--- src/rtl/clause_vs_ls_store.sv ---
// Register-file store for one SAT-engine bin: clause array, per-variable
// state list (vs) and per-level state list (ls), plus combinational
// per-clause satisfied / conflict / unit status for BCP.
// Optional feature macro: CLAUSE_FREE_CNT_EN adds c_free_cnt_o, a saturating
// count of free literals per clause.
module clause_vs_ls_store #(
  parameter int unsigned NUM_CLAUSES      = 8,
  parameter int unsigned NUM_VARS         = 8,
  parameter int unsigned NUM_LVLS         = 8,
  parameter int unsigned WIDTH_BIN_ID     = 10,
`ifdef CLAUSE_FREE_CNT_EN
  parameter int unsigned WIDTH_C_LEN      = 4,
`endif
  parameter int unsigned WIDTH_LVL        = 16,
  parameter int unsigned WIDTH_VAR_STATES = 2 + 1 + WIDTH_LVL,
  parameter int unsigned WIDTH_LVL_STATES = WIDTH_BIN_ID + 1
) (
  input  logic                                   clk,
  input  logic                                   rst,
  input  logic [NUM_CLAUSES-1:0]                 wr_carray_i,
  input  logic [2*NUM_VARS-1:0]                  clause_i,
  input  logic [NUM_CLAUSES-1:0]                 rd_carray_i,
  output logic [2*NUM_VARS-1:0]                  clause_o,
  input  logic [NUM_VARS-1:0]                    wr_var_states,
  input  logic [WIDTH_VAR_STATES*NUM_VARS-1:0]   vars_states_i,
  output logic [WIDTH_VAR_STATES*NUM_VARS-1:0]   vars_states_o,
  input  logic [NUM_LVLS-1:0]                    wr_lvl_states,
  input  logic [WIDTH_LVL_STATES*NUM_LVLS-1:0]   lvl_states_i,
  output logic [WIDTH_LVL_STATES*NUM_LVLS-1:0]   lvl_states_o,
  output logic [NUM_CLAUSES-1:0]                 c_sat_o,
  output logic [NUM_CLAUSES-1:0]                 c_conflict_o,
  output logic [NUM_CLAUSES-1:0]                 c_unit_o,
`ifdef CLAUSE_FREE_CNT_EN
  output logic [WIDTH_C_LEN*NUM_CLAUSES-1:0]     c_free_cnt_o,
`endif
  output logic                                   all_c_sat_o
);

  localparam int unsigned CLAUSE_W = 2 * NUM_VARS;
  localparam int unsigned CNT_W    = $clog2(NUM_VARS + 1);
`ifdef CLAUSE_FREE_CNT_EN
  localparam int unsigned C_LEN_MAX = (1 << WIDTH_C_LEN) - 1;
`endif

  logic [CLAUSE_W-1:0]                  clause_q [NUM_CLAUSES];
  logic [WIDTH_VAR_STATES*NUM_VARS-1:0] vars_q;
  logic [WIDTH_LVL_STATES*NUM_LVLS-1:0] lvls_q;

  // Storage writes: each enabled row/slot captures its data; reset clears all
  always_ff @(posedge clk or posedge rst) begin
    if (rst) begin
      for (int i = 0; i < NUM_CLAUSES; i++) clause_q[i] <= '0;
      vars_q <= '0;
      lvls_q <= '0;
    end else begin
      for (int i = 0; i < NUM_CLAUSES; i++) begin
        if (wr_carray_i[i]) clause_q[i] <= clause_i;
      end
      for (int j = 0; j < NUM_VARS; j++) begin
        if (wr_var_states[j])
          vars_q[j*WIDTH_VAR_STATES +: WIDTH_VAR_STATES] <=
            vars_states_i[j*WIDTH_VAR_STATES +: WIDTH_VAR_STATES];
      end
      for (int k = 0; k < NUM_LVLS; k++) begin
        if (wr_lvl_states[k])
          lvls_q[k*WIDTH_LVL_STATES +: WIDTH_LVL_STATES] <=
            lvl_states_i[k*WIDTH_LVL_STATES +: WIDTH_LVL_STATES];
      end
    end
  end

  assign vars_states_o = vars_q;
  assign lvl_states_o  = lvls_q;

  // Clause readback: OR of every selected row
  always_comb begin
    clause_o = '0;
    for (int i = 0; i < NUM_CLAUSES; i++) begin
      if (rd_carray_i[i]) clause_o = clause_o | clause_q[i];
    end
  end

  for (genvar gi = 0; gi < NUM_CLAUSES; gi++) begin : g_clause
    logic             any_present;
    logic             any_sat;
    logic             all_false;
    logic [CNT_W-1:0] n_free;
    logic [1:0]       lit;
    logic [1:0]       val;
    logic             present;
    logic             val_free;

    // Classify each literal of this clause against the current var values
    always_comb begin
      any_present = 1'b0;
      any_sat     = 1'b0;
      all_false   = 1'b1;
      n_free      = '0;
      lit         = '0;
      val         = '0;
      present     = 1'b0;
      val_free    = 1'b0;
      for (int j = 0; j < NUM_VARS; j++) begin
        lit      = clause_q[gi][2*j +: 2];
        val      = vars_q[j*WIDTH_VAR_STATES +: 2];
        // codes 1/2 are real literals/values; 0 and 3 mean absent/free
        present  = (lit == 2'd1) || (lit == 2'd2);
        val_free = (val == 2'd0) || (val == 2'd3);
        if (present) begin
          any_present = 1'b1;
          if (val_free) begin
            n_free    = n_free + CNT_W'(1);
            all_false = 1'b0;
          end else if (val == lit) begin
            any_sat   = 1'b1;
            all_false = 1'b0;
          end
        end
      end
    end

    // Non-free, non-sat present literals are false, so one free + unsat = unit
    assign c_sat_o[gi]      = any_sat | ~any_present;
    assign c_conflict_o[gi] = any_present & all_false;
    assign c_unit_o[gi]     = ~any_sat & (n_free == CNT_W'(1));

`ifdef CLAUSE_FREE_CNT_EN
    assign c_free_cnt_o[gi*WIDTH_C_LEN +: WIDTH_C_LEN] =
      (32'(n_free) > C_LEN_MAX) ? WIDTH_C_LEN'(C_LEN_MAX) : WIDTH_C_LEN'(n_free);
`endif
  end

  assign all_c_sat_o = &c_sat_o;

endmodule

--- config.mk ---
export PLATFORM = sky130hd
export DESIGN_NAME = clause_vs_ls_store
export DESIGN_NICKNAME = d
export VERILOG_FILES = /design/src/rtl/clause_vs_ls_store.sv
export SDC_FILE = /design/constraint.sdc
export NUM_CORES = 1
export LEC_CHECK = 0
export BUFFER_PORTS_ARGS = -buffer_cell sky130_fd_sc_hd__buf_2
export CORE_ASPECT_RATIO = 0.9
export CORE_MARGIN = 1.5
export CORE_UTILIZATION = 40
export DETAILED_ROUTE_END_ITERATION = 8
export GPL_ROUTABILITY_DRIVEN = 0
export PLACE_DENSITY = 0.71
export SETUP_SLACK_MARGIN = 0.1
export SLEW_MARGIN = 20
export SYNTH_ARGS = -nofsm -noshare
export SYNTH_HDL_FRONTEND = slang
export SYNTH_SLANG_ARGS = --single-unit
--- constraint.sdc ---
create_clock -name clk -period 11.7 [get_ports clk]
set_clock_uncertainty 0.2 [all_clocks]
set_input_delay 2.34 -clock clk [delete_from_list [all_inputs] [get_ports clk]]
set_output_delay 2.34 -clock clk [all_outputs]
set_load 0.1 [all_outputs]
* After elaboration in Yosys (flattened, before gate mapping) *
Cells that the tools add are included.

cells by class
  add/sub/neg operators = 56
  $mul = 0
  div/mod/pow operators = 0
  magnitude comparators = 0
  equal/unequal tests = 208
  shift-type cells = 0
  muxes and demuxes = 577
  bitwise operators = 47
  reduce and logical (&&, ||, !) cells = 81

operator list
  cell                 count
  $mux 4               114
  $mux 1               455
  $add 4x1->4 const B  56
  $eq 2x2->1 const B   72
  $eq 2x1->1 const B   64
  $eq 2x2->1           64
  $mux 16              8
  $or 16x16->16        7
  $logic_or 1x1->1     72
  $eq 4x1->1 const B   8
  $and 1x1->1          16
  $logic_not 2->1      8
  $not 1->1            16
  $or 1x1->1           8
  $reduce_and 8->1     1

word-level totals
  register bits = 368
  bits in latches = 0
  RAM bits = 0
  ROM bits = 0
  output and inout port bits = 281
  word-level logic and storage cells = 993
  memories kept = 0

* Longest topological paths before layout *
Gate-level depths: netlist of run 1.

  depth after elaboration = 27
  gate-level depth with buffers = 27
  gate-level depth less buffers = 26

* Worst setup path before layout of run 1 *
Ideal clock, no wire load.

  path type = reg-to-output
  start point = register vars_q[19] (netlist: vars_states_o[19])
  end point = output port c_unit_o[1]
  arrival = 8840 ps
  setup slack = 320 ps
  cell stages (with the launch flop) = 27
  path buffers = 1
  cells stage by stage = dfrtp_1 > nor2b_1 > clkbuf_1 > nor2_1 > ha_1 > mux2_2 > ha_1 > nand3_1 > nand2_1 > ha_1 > nor3_1 > a31oi_1 > ha_1 > and3_1 > or2_2 > ha_1 > mux2i_1 > inv_1 > ha_1 > nand2_1 > o21ai_0 > ha_1 > nand2_1 > xor2_1 > xnor2_1 > nand3_1 > nor4b_1

between the ends
  cells in the longest elaborated chain, start to end = 24
  elaborated cells between the ends (all ways) = 48
  classes of those cells = 6 x add/sub; 3 x eq/ne; 35 x mux; 2 x bitwise; 2 x reduce/logical

ends and longest elaborated chain
  element                                            RTL line  RTL
  start: declaration                                 46        logic [WIDTH_VAR_STATES*NUM_VARS-1:0] vars_q;
  start signal: indexed assignment                   61        vars_q[j*WIDTH_VAR_STATES +: WIDTH_VAR_STATES] <=
  $eq 2x2->1 (tied with other cells)                 108       val_free = (val == 2'd0) || (val == 2'd3);
  $logic_or 1x1->1 / $mux 1 (equally long branches)  108, 114
  $mux 4 / $mux 1 (equally long branches)            111       if (val_free) begin
  $mux 4 / $mux 1 (equally long branches)            109       if (present) begin
  $add 4x1->4 / $mux 1 (equally long branches)       112, 114
  $mux 4 / $mux 1 (equally long branches)            111
  $mux 4 / $mux 1 (equally long branches)            109
  $add 4x1->4 / $mux 1 (equally long branches)       112, 114
  (+8 left out)                                      -
  $add 4x1->4 / $mux 1 (equally long branches)       112, 114
  $mux 4 / $mux 1 (equally long branches)            111
  $mux 4 / $mux 1 (equally long branches)            109
  $add 4x1->4 / $mux 1 (equally long branches)       112, 114
  $mux 4 / $mux 1 (equally long branches)            111
  $mux 4 / $mux 1 (equally long branches)            109
  $eq 4x1->1 / $not 1->1 (equally long branches)     125       assign c_unit_o[gi] = ~any_sat & (n_free == CNT_W'(1));
  $and 1x1->1 *                                      125
  end: declaration                                   32        output logic [NUM_CLAUSES-1:0] c_unit_o,

Mark *: on every way between the ends. The rest lies on a longest branch, timed or not.

* Final worst setup path of run 1 *
  start point = register vars_q[20] (netlist: vars_states_o[20])
  end point = output port c_unit_o[5]

The elaborated chain is that of the path after synthesis.

==> results of run 1 <==
[layout by cell type (no fill, tap or decap), drive strengths merged, types with 14 or more instances in the layout]
master and count:
a22oi 75, a31oi 18, and2 18, and3 16
buf 586, clkbuf 59, dfrtp 368, ha 56
inv 44, mux2 355, nand2 130, nand2b 47
nand3 40, nand4 37, nor2 61, nor3 33
nor3b 59, nor4 28, o21ai 31, o32ai 14
xnor2 99, xor2 60
[area by class of cell]
class,instances,share of cell area
Antenna cell,12,0.00116
Tap cell,688,0.0332
Clock buffer,59,0.0465
Inverter,45,0.00680
Sequential cell,368,0.355
Multi-Input combinational cell,1361,0.436
Clock inverter,12,0.00560
Timing Repair Buffer,586,0.116
[where the power goes]
| part | internal [mW] | leakage [nW] | switching, mW |
|---|---|---|---|
| Sequential | 1.40 | 4.31 | 0.140 |
| Combinational | 0.746 | 6.67 | 1.80 |
| Clock | 0.781 | 0.666 | 0.533 |
| Total | 2.93 | 11.6 | 2.48 |
[final timing paths]
check	depth (start not counted)	startpoint	end
setup / recovery	25	vars_states_o[20]	c_unit_o[5]
setup reg to reg	1	vars_states_o[95]	vars_states_o[95]
hold reg to reg	1	vars_states_o[151]	vars_states_o[151]
hold / removal	1	vars_states_o[151]	vars_states_o[151]
min in group asynchronous	3	rst	lvl_states_o[43]
max in group asynchronous	4	rst	clause_q[103]
[Yosys cell counts (all sizes together) (4+ instances only)]
cell	count
dfrtp	368
mux2	355
nand2	130
xnor2	99
a22oi	75
clkbuf	68
nor2	61
xor2	60
nor3b	59
ha	56
nand2b	47
inv	44
nand3	40
nand4	37
nor3	33
o21ai	31
nor4	28
a31oi	18
and2	18
and3	16
o32ai	14
a21oi	13
o211ai	13
or3	13
xnor3	13
buf	11
nand3b	11
nor2b	11
mux2i	9
or4	8
o311ai	7
a211oi	6
a311oi	6
o41ai	6
nor4bb	5
a22o	4
nor4b	4
o22ai	4
[routing by layer]
| metal | wire length [µm] | up-vias | GRT usage |
|---|---|---|---|
| li1 | - | 7913 | - |
| met1 | 29600 | 9207 | 0.348 |
| met2 | 38900 | 1036 | 0.486 |
| met3 | 7420 | 194 | 0.0708 |
| met4 | 2600 | 8 | 0.110 |
| met5 | 57 | - | 0 |
[flip-flops by register name (all words and copies together), names as in the netlist]
signal and count:
clause_q 128, lvl_states_o 88, vars_states_o 152
[critical path, stage by stage, from the launching register on]
cell,delay (ns)
dfrtp_1,0.41
nor2b_1,0.62
nor2_1,0.16
buf_4,0.25
ha_1,0.33
inv_1,0.05
a211oi_1,0.22
a22o_1,0.29
inv_2,0.09
ha_1,0.30
nor3_1,0.05
a31oi_1,0.28
ha_1,0.31
mux2i_2,0.26
inv_2,0.09
ha_1,0.27
mux2i_1,0.24
inv_1,0.11
ha_1,0.30
nand2_1,0.06
o21ai_0,0.09
ha_1,0.29
or3_1,0.37
o211a_1,0.22
nor4b_1,0.28
buf_2,0.48
[cells by family after synthesis]
| logic type | Yosys count |
|---|---|
| simple gates | 537 |
| fa+ha+maj | 56 |
| buf+inv | 124 |
| compound gates | 230 |
| flops | 368 |
| xor+xnor | 174 |
| mux | 364 |
[per-stage QoR]
step | instance area (µm²) | power [mW] | worst slack [ns] | hold slack (ns)
floorplan | 21000 | 3.50 | 0.320 | 0.319
global placement | 24500 | 3.97 | 3.11 | 0.284
detailed placement | 24500 | 4.07 | 2.85 | 0.289
CTS | 25900 | 5.40 | 2.20 | 0.303
global route | 25900 | 5.65 | 1.68 | 0.313
finish | 25900 | 5.40 | 2.15 | 0.299
==> results.toml, run 1 <==
[status]
run_status = "complete, no violations"

[floorplan]
die_h_um = 220
io_pins = 571
die_w_um = 245
fp.dieArea_um2 = 53900
rows = 79
coreArea_um2 = 51800
start_util = 0.405

[synthesis]
synth_compound_area_frac = 0.0826
ys_ff_latch = 368
synth-edff-count = 0
synth.distinct_cells = 85
synth-simple-area-share = 0.141
yosys.area.top_type_share = 0.439
ys_async_sr_fraction = 1.00
synth-xor-area-share = 0.0869
synth_ff_type = "dfrtp_1"
syn_area_per_cell_um2 = 11.3
yosys.area.top_type = "dfrtp_1"
synthTopCellsByArea = "dfrtp_1 44%, mux2_2 19%, xnor2_1 3.9%, ha_1 3.3%, a22oi_1 2.6%"
synthMuxAreaShare = 0.195
synth-warning-count = 0
synth_fa_ha_area_frac = 0.0334
netlist_instances = 1853
synth_top_family_by_area = "multiplexers"
syn_nets = 2199
netlist_area_um2 = 21000
seq_area_frac_synth = 0.439

[drt]
drc = 0
drt-wirelength-per-cell_um = 25.1
dr.pass1.iters = 7
vias_per_cell = 5.86
totalWireLength_um = 78600
drtIter0Drc = 1722
drtAntennaViolNets = 0
vias = 18400

[setup_path]
crit_path_end_kind = "output pin"
worstPathRequired_ns = 9.16
arrival_ns = 7.01
critical_path_class = "flip-flop to output pin"
rrSetupSlack_ns = 10.51
cp-start-kind = "flip-flop"
crit_fanout = 11

[sta]
max_freq_mhz = 105
fin_setup_tns_ns = 0
period_needed_ns = 9.55
rsz0062_at_grt = "no"
slew_headroom = 0.314
slew_viol_final = 0
setup_violations = 0
worstMarginPinSlew_ns = 1.02
finalCritPeriodShare = 0.816
hold_viol = 0

[layout]
seq_area_um2 = 9210
syn_to_final_growth_pct = 23.5
stdcell_count = 3131
nets = 2749
multi_input_comb_area_um2 = 11300
nFillCells = 4663
drive_gt1_frac = 0.425
finish.utilization = 0.501

[clock_network]
postCtsSetupRepairBufs = 0
htreeDepth = 2
cts.sinks = 368
cts.clk_slew.worst_paths_ns = 0.06
cts_buffer_depth = 3
clock_latency_ns = 0.57
numCtsBuffers = 41
cts_tree = "yes"
cts_hold_buf = 0
post_cts_resized = 0
root_buffer = "clkbuf_16"

[global_route]
grt.overflow.total = 0
grt_use_total = 0.285
grt_pass1_vias = 18500
grt_max_degree = 141
antenna_found_initial = 18
grt_pass1_wl_um = 115000

[placement]
place_inst = 3047
dpl.hpwl_um = 62100
numPortBuffers = 570

[pwr]
power.leakage_nw = 11.6
peakVddDrop_v = 0.000178
power.density_nw_per_um2 = 208

[worst_hold_path]
hold_path.class = "flip-flop to flip-flop"

[flow_run]
maxCapViolCount = 0
Note: power is estimated with default switching activity, not from simulation.
==> run 2, diff against run 1 <==
--- a/config.mk
+++ b/config.mk
@@ -5,6 +5,7 @@
 export SDC_FILE = /design/constraint.sdc
 export NUM_CORES = 1
 export LEC_CHECK = 0
+export ABC_AREA = 1
 export BUFFER_PORTS_ARGS = -buffer_cell sky130_fd_sc_hd__buf_2
 export CORE_ASPECT_RATIO = 0.9
 export CORE_MARGIN = 1.5
==> constraint.sdc (replaced) <==
create_clock -name clk -period 8.63 [get_ports clk]
set_clock_uncertainty 0.2 [all_clocks]
set_input_delay 1.726 -clock clk [delete_from_list [all_inputs] [get_ports clk]]
set_output_delay 1.726 -clock clk [all_outputs]
set_load 0.1 [all_outputs]
==> run 2 against run 1 <==
  * The flow now finishes with violations (design-rule violations)
  * Setup slack got worse by 1.7 ns
  * Hold slack got worse by 0.0023 ns
  * Count of clock-buffer cells in the layout increased by 3
  * Register-to-register slack got worse by 3.1 ns
  * Total power increased by 23%
  * Final cell count increased by 25%
  * Global-route usage increased by 4.6 points
  * Sequential share of layout area decreased by 0.29 points
  * Die area increased by 1.4%
  * Critical path type unchanged
  * Sequential cell count unchanged
  * Via count increased by 16%
==> results.toml, run 2 <==
[pwr]
power.leakage_nw = 13.5
seqPwrFrac = 0.306
power.density_nw_per_um2 = 253
clkPwrFrac = 0.265
p_sw_mw = 3.11
combPwrFrac = 0.428
p_sw_frac = 0.470
peakVddDrop_v = 0.000161
total_power_mw = 6.62
p_int_mw = 3.51

[layout]
nets = 3503
stdcell_count = 3902
drive_gt1_frac = 0.303
stdcell_area_um2 = 26200
finish.utilization = 0.496
largest_reg_flops = 152
syn_to_final_growth_pct = 22.8
final_common_cell = "nand2_1"
layout_common_cells = "666 x nand2_1, 567 x buf_2, 366 x dfrtp_1"

[flow_run]
maxCapViolCount = 0

[clock_network]
cts_buffer_depth = 3
root_buffer = "clkbuf_16"
htreeDepth = 2
numCtsBuffers = 42
clock_latency_ns = 0.57
cts.sinks = 368
cts.clk_slew.worst_paths_ns = 0.06
cts_hold_buf = 0
cts_tree = "yes"

[synthesis]
syn_area_per_cell_um2 = 8.14
synth.distinct_cells = 51
synth-warning-count = 0
synth_most_common_cell = "nand2_1"
netlist_instances = 2615
yosys.area.top_type = "dfrtp_1"
syn_nets = 2961
ys_async_sr_fraction = 1.00
synth-edff-count = 0
yosys.area.top_type_share = 0.433
ys_ff_latch = 368
netlist_area_um2 = 21300
synthTopCellsByArea = "dfrtp_1 43%, mux2_2 12%, nand2_1 12%, inv_1 5.5%, o21ai_0 4.4%"
yosys-top-cells-count = "666 x nand2_1, 368 x dfrtp_1, 314 x inv_1"
seq_area_frac_synth = 0.433
synth_ff_type = "dfrtp_1"

[global_route]
grt_use_total = 0.331
grt.overflow.total = 0
grt_pass1_vias = 20000
antenna_found_initial = 32
grt_max_degree = 163
grt_pass1_wl_um = 132000

[floorplan]
fp.dieArea_um2 = 54600
die_w_um = 246
io_pins = 571
rows = 80
start_util = 0.404
coreArea_um2 = 52800
die_h_um = 222

[placement]
place_inst = 3808
post_dp_cell_area_um2 = 24800
numPortBuffers = 570
pre_cts_ws_ns = 0.792
dpl.hpwl_um = 73300

[sta]
setup_violations = 0
rsz0062_at_grt = "yes"
max_freq_mhz = 122
fin_setup_tns_ns = 0
whs_ns = 0.297
period_needed_ns = 8.19
hold_viol = 0
slew_viol_final = 0
setup_slack_ns = 0.439
slew_headroom = 0.278
worstMarginPinSlew_ns = 1.07
finalCritPeriodShare = 0.949

[setup_path]
critPathCapture = "c_unit_o[0]"
path_delay_family = "simple AND/OR/NAND/NOR gates"
r2r_start = "vars_states_o[5]"
arrival_ns = 6.27
rrSetupSlack_ns = 7.43
cp_common_cell = "nand2_1"
reg2regPathDepth = 1
rr_endpoint = "vars_states_o[5]"
cp-start-kind = "flip-flop"
cp_slowest_stage_delay_ns = 0.47
path_buf_inv = 5
crit_path_end_kind = "output pin"
slowest_stage = "dfrtp_2"
cp_num_cells = 32
crit_fanout = 9
worstPathRequired_ns = 6.70
critical_path_class = "flip-flop to output pin"
startpoint = "vars_states_o[20]"

[status]
run_status = "finished with violations"
violations = "design-rule violations"

[drt]
drtIter0Drc = 2644
drt-wirelength-per-cell_um = 23.4
drtAntennaViolNets = 0
vias = 21300
totalWireLength_um = 91200
drc = 6
dr.pass1.iters = 9
vias_per_cell = 5.46

[worst_hold_path]
hold_path.class = "flip-flop to flip-flop"
run 2: layout make-up:
type	instances	area, µm²
clock inverter	15	136
tap	697	872
clock buffer	62	1190
fill	5121	26600
multi-input combinational	1830	10500
inverter	335	1260
antenna	15	37.5
sequential	368	9210
timing repair buffer	580	2960
run 2: cells by family (layout without fill, tap and decap cells):
| kind of cell | after synthesis | count (layout) | synth area share |
|---|---|---|---|
| flip-flops | 368 | 368 | 0.433 |
| XOR/XNOR | 28 | 28 | 0.0119 |
| adder cells (fa/ha/maj) | 56 | 56 | 0.0329 |
| AND/OR/NAND/NOR | 1203 | 1203 | 0.243 |
| AO/OA/AOI/OAI | 316 | 316 | 0.0836 |
| buffers and inverters | 417 | 992 | 0.0759 |
| other | 0 | 15 | 0 |
| multiplexers | 227 | 227 | 0.120 |
run 2: power by group through the flow:
stage / Combinational, mW / Clock [mW] / Sequential (mW)
2_1_floorplan: 1.33 / 0 / 2.84
3_3_place_gp: 2.77 / 0 / 2.04
3_5_place_dp: 2.79 / 0 / 2.05
4_1_cts: 2.80 / 1.78 / 2.02
5_1_grt: 3.02 / 1.84 / 2.05
6_report: 2.84 / 1.76 / 2.03
run 2: worst min path at each step:
stage / startpoint / endpoint / slack (ns) / depth (start not counted)
after floorplan: clause_q[127] / clause_q[127] / 0.31 / 2
after global placement: lvl_states_o[68] / lvl_states_o[68] / 0.28 / 1
after detailed placement: lvl_states_o[22] / lvl_states_o[22] / 0.29 / 1
after CTS: vars_states_o[98] / vars_states_o[98] / 0.30 / 1
after global routing: lvl_states_o[18] / lvl_states_o[18] / 0.31 / 1
final: vars_states_o[42] / vars_states_o[42] / 0.30 / 1
run 2: routing by layer:
| metal | wire, µm | global-route usage | vias up |
|---|---|---|---|
| met5 | 173 | 0 | - |
| met4 | 5100 | 0.158 | 28 |
| met3 | 13800 | 0.154 | 319 |
| met2 | 38700 | 0.487 | 1323 |
| met1 | 33400 | 0.408 | 9948 |
| li1 | - | - | 9673 |
run 2: timing repair:
action,CTS,global route
resized for setup,0,10
endpoints found under the setup margin,0,7
setup buffers,0,2
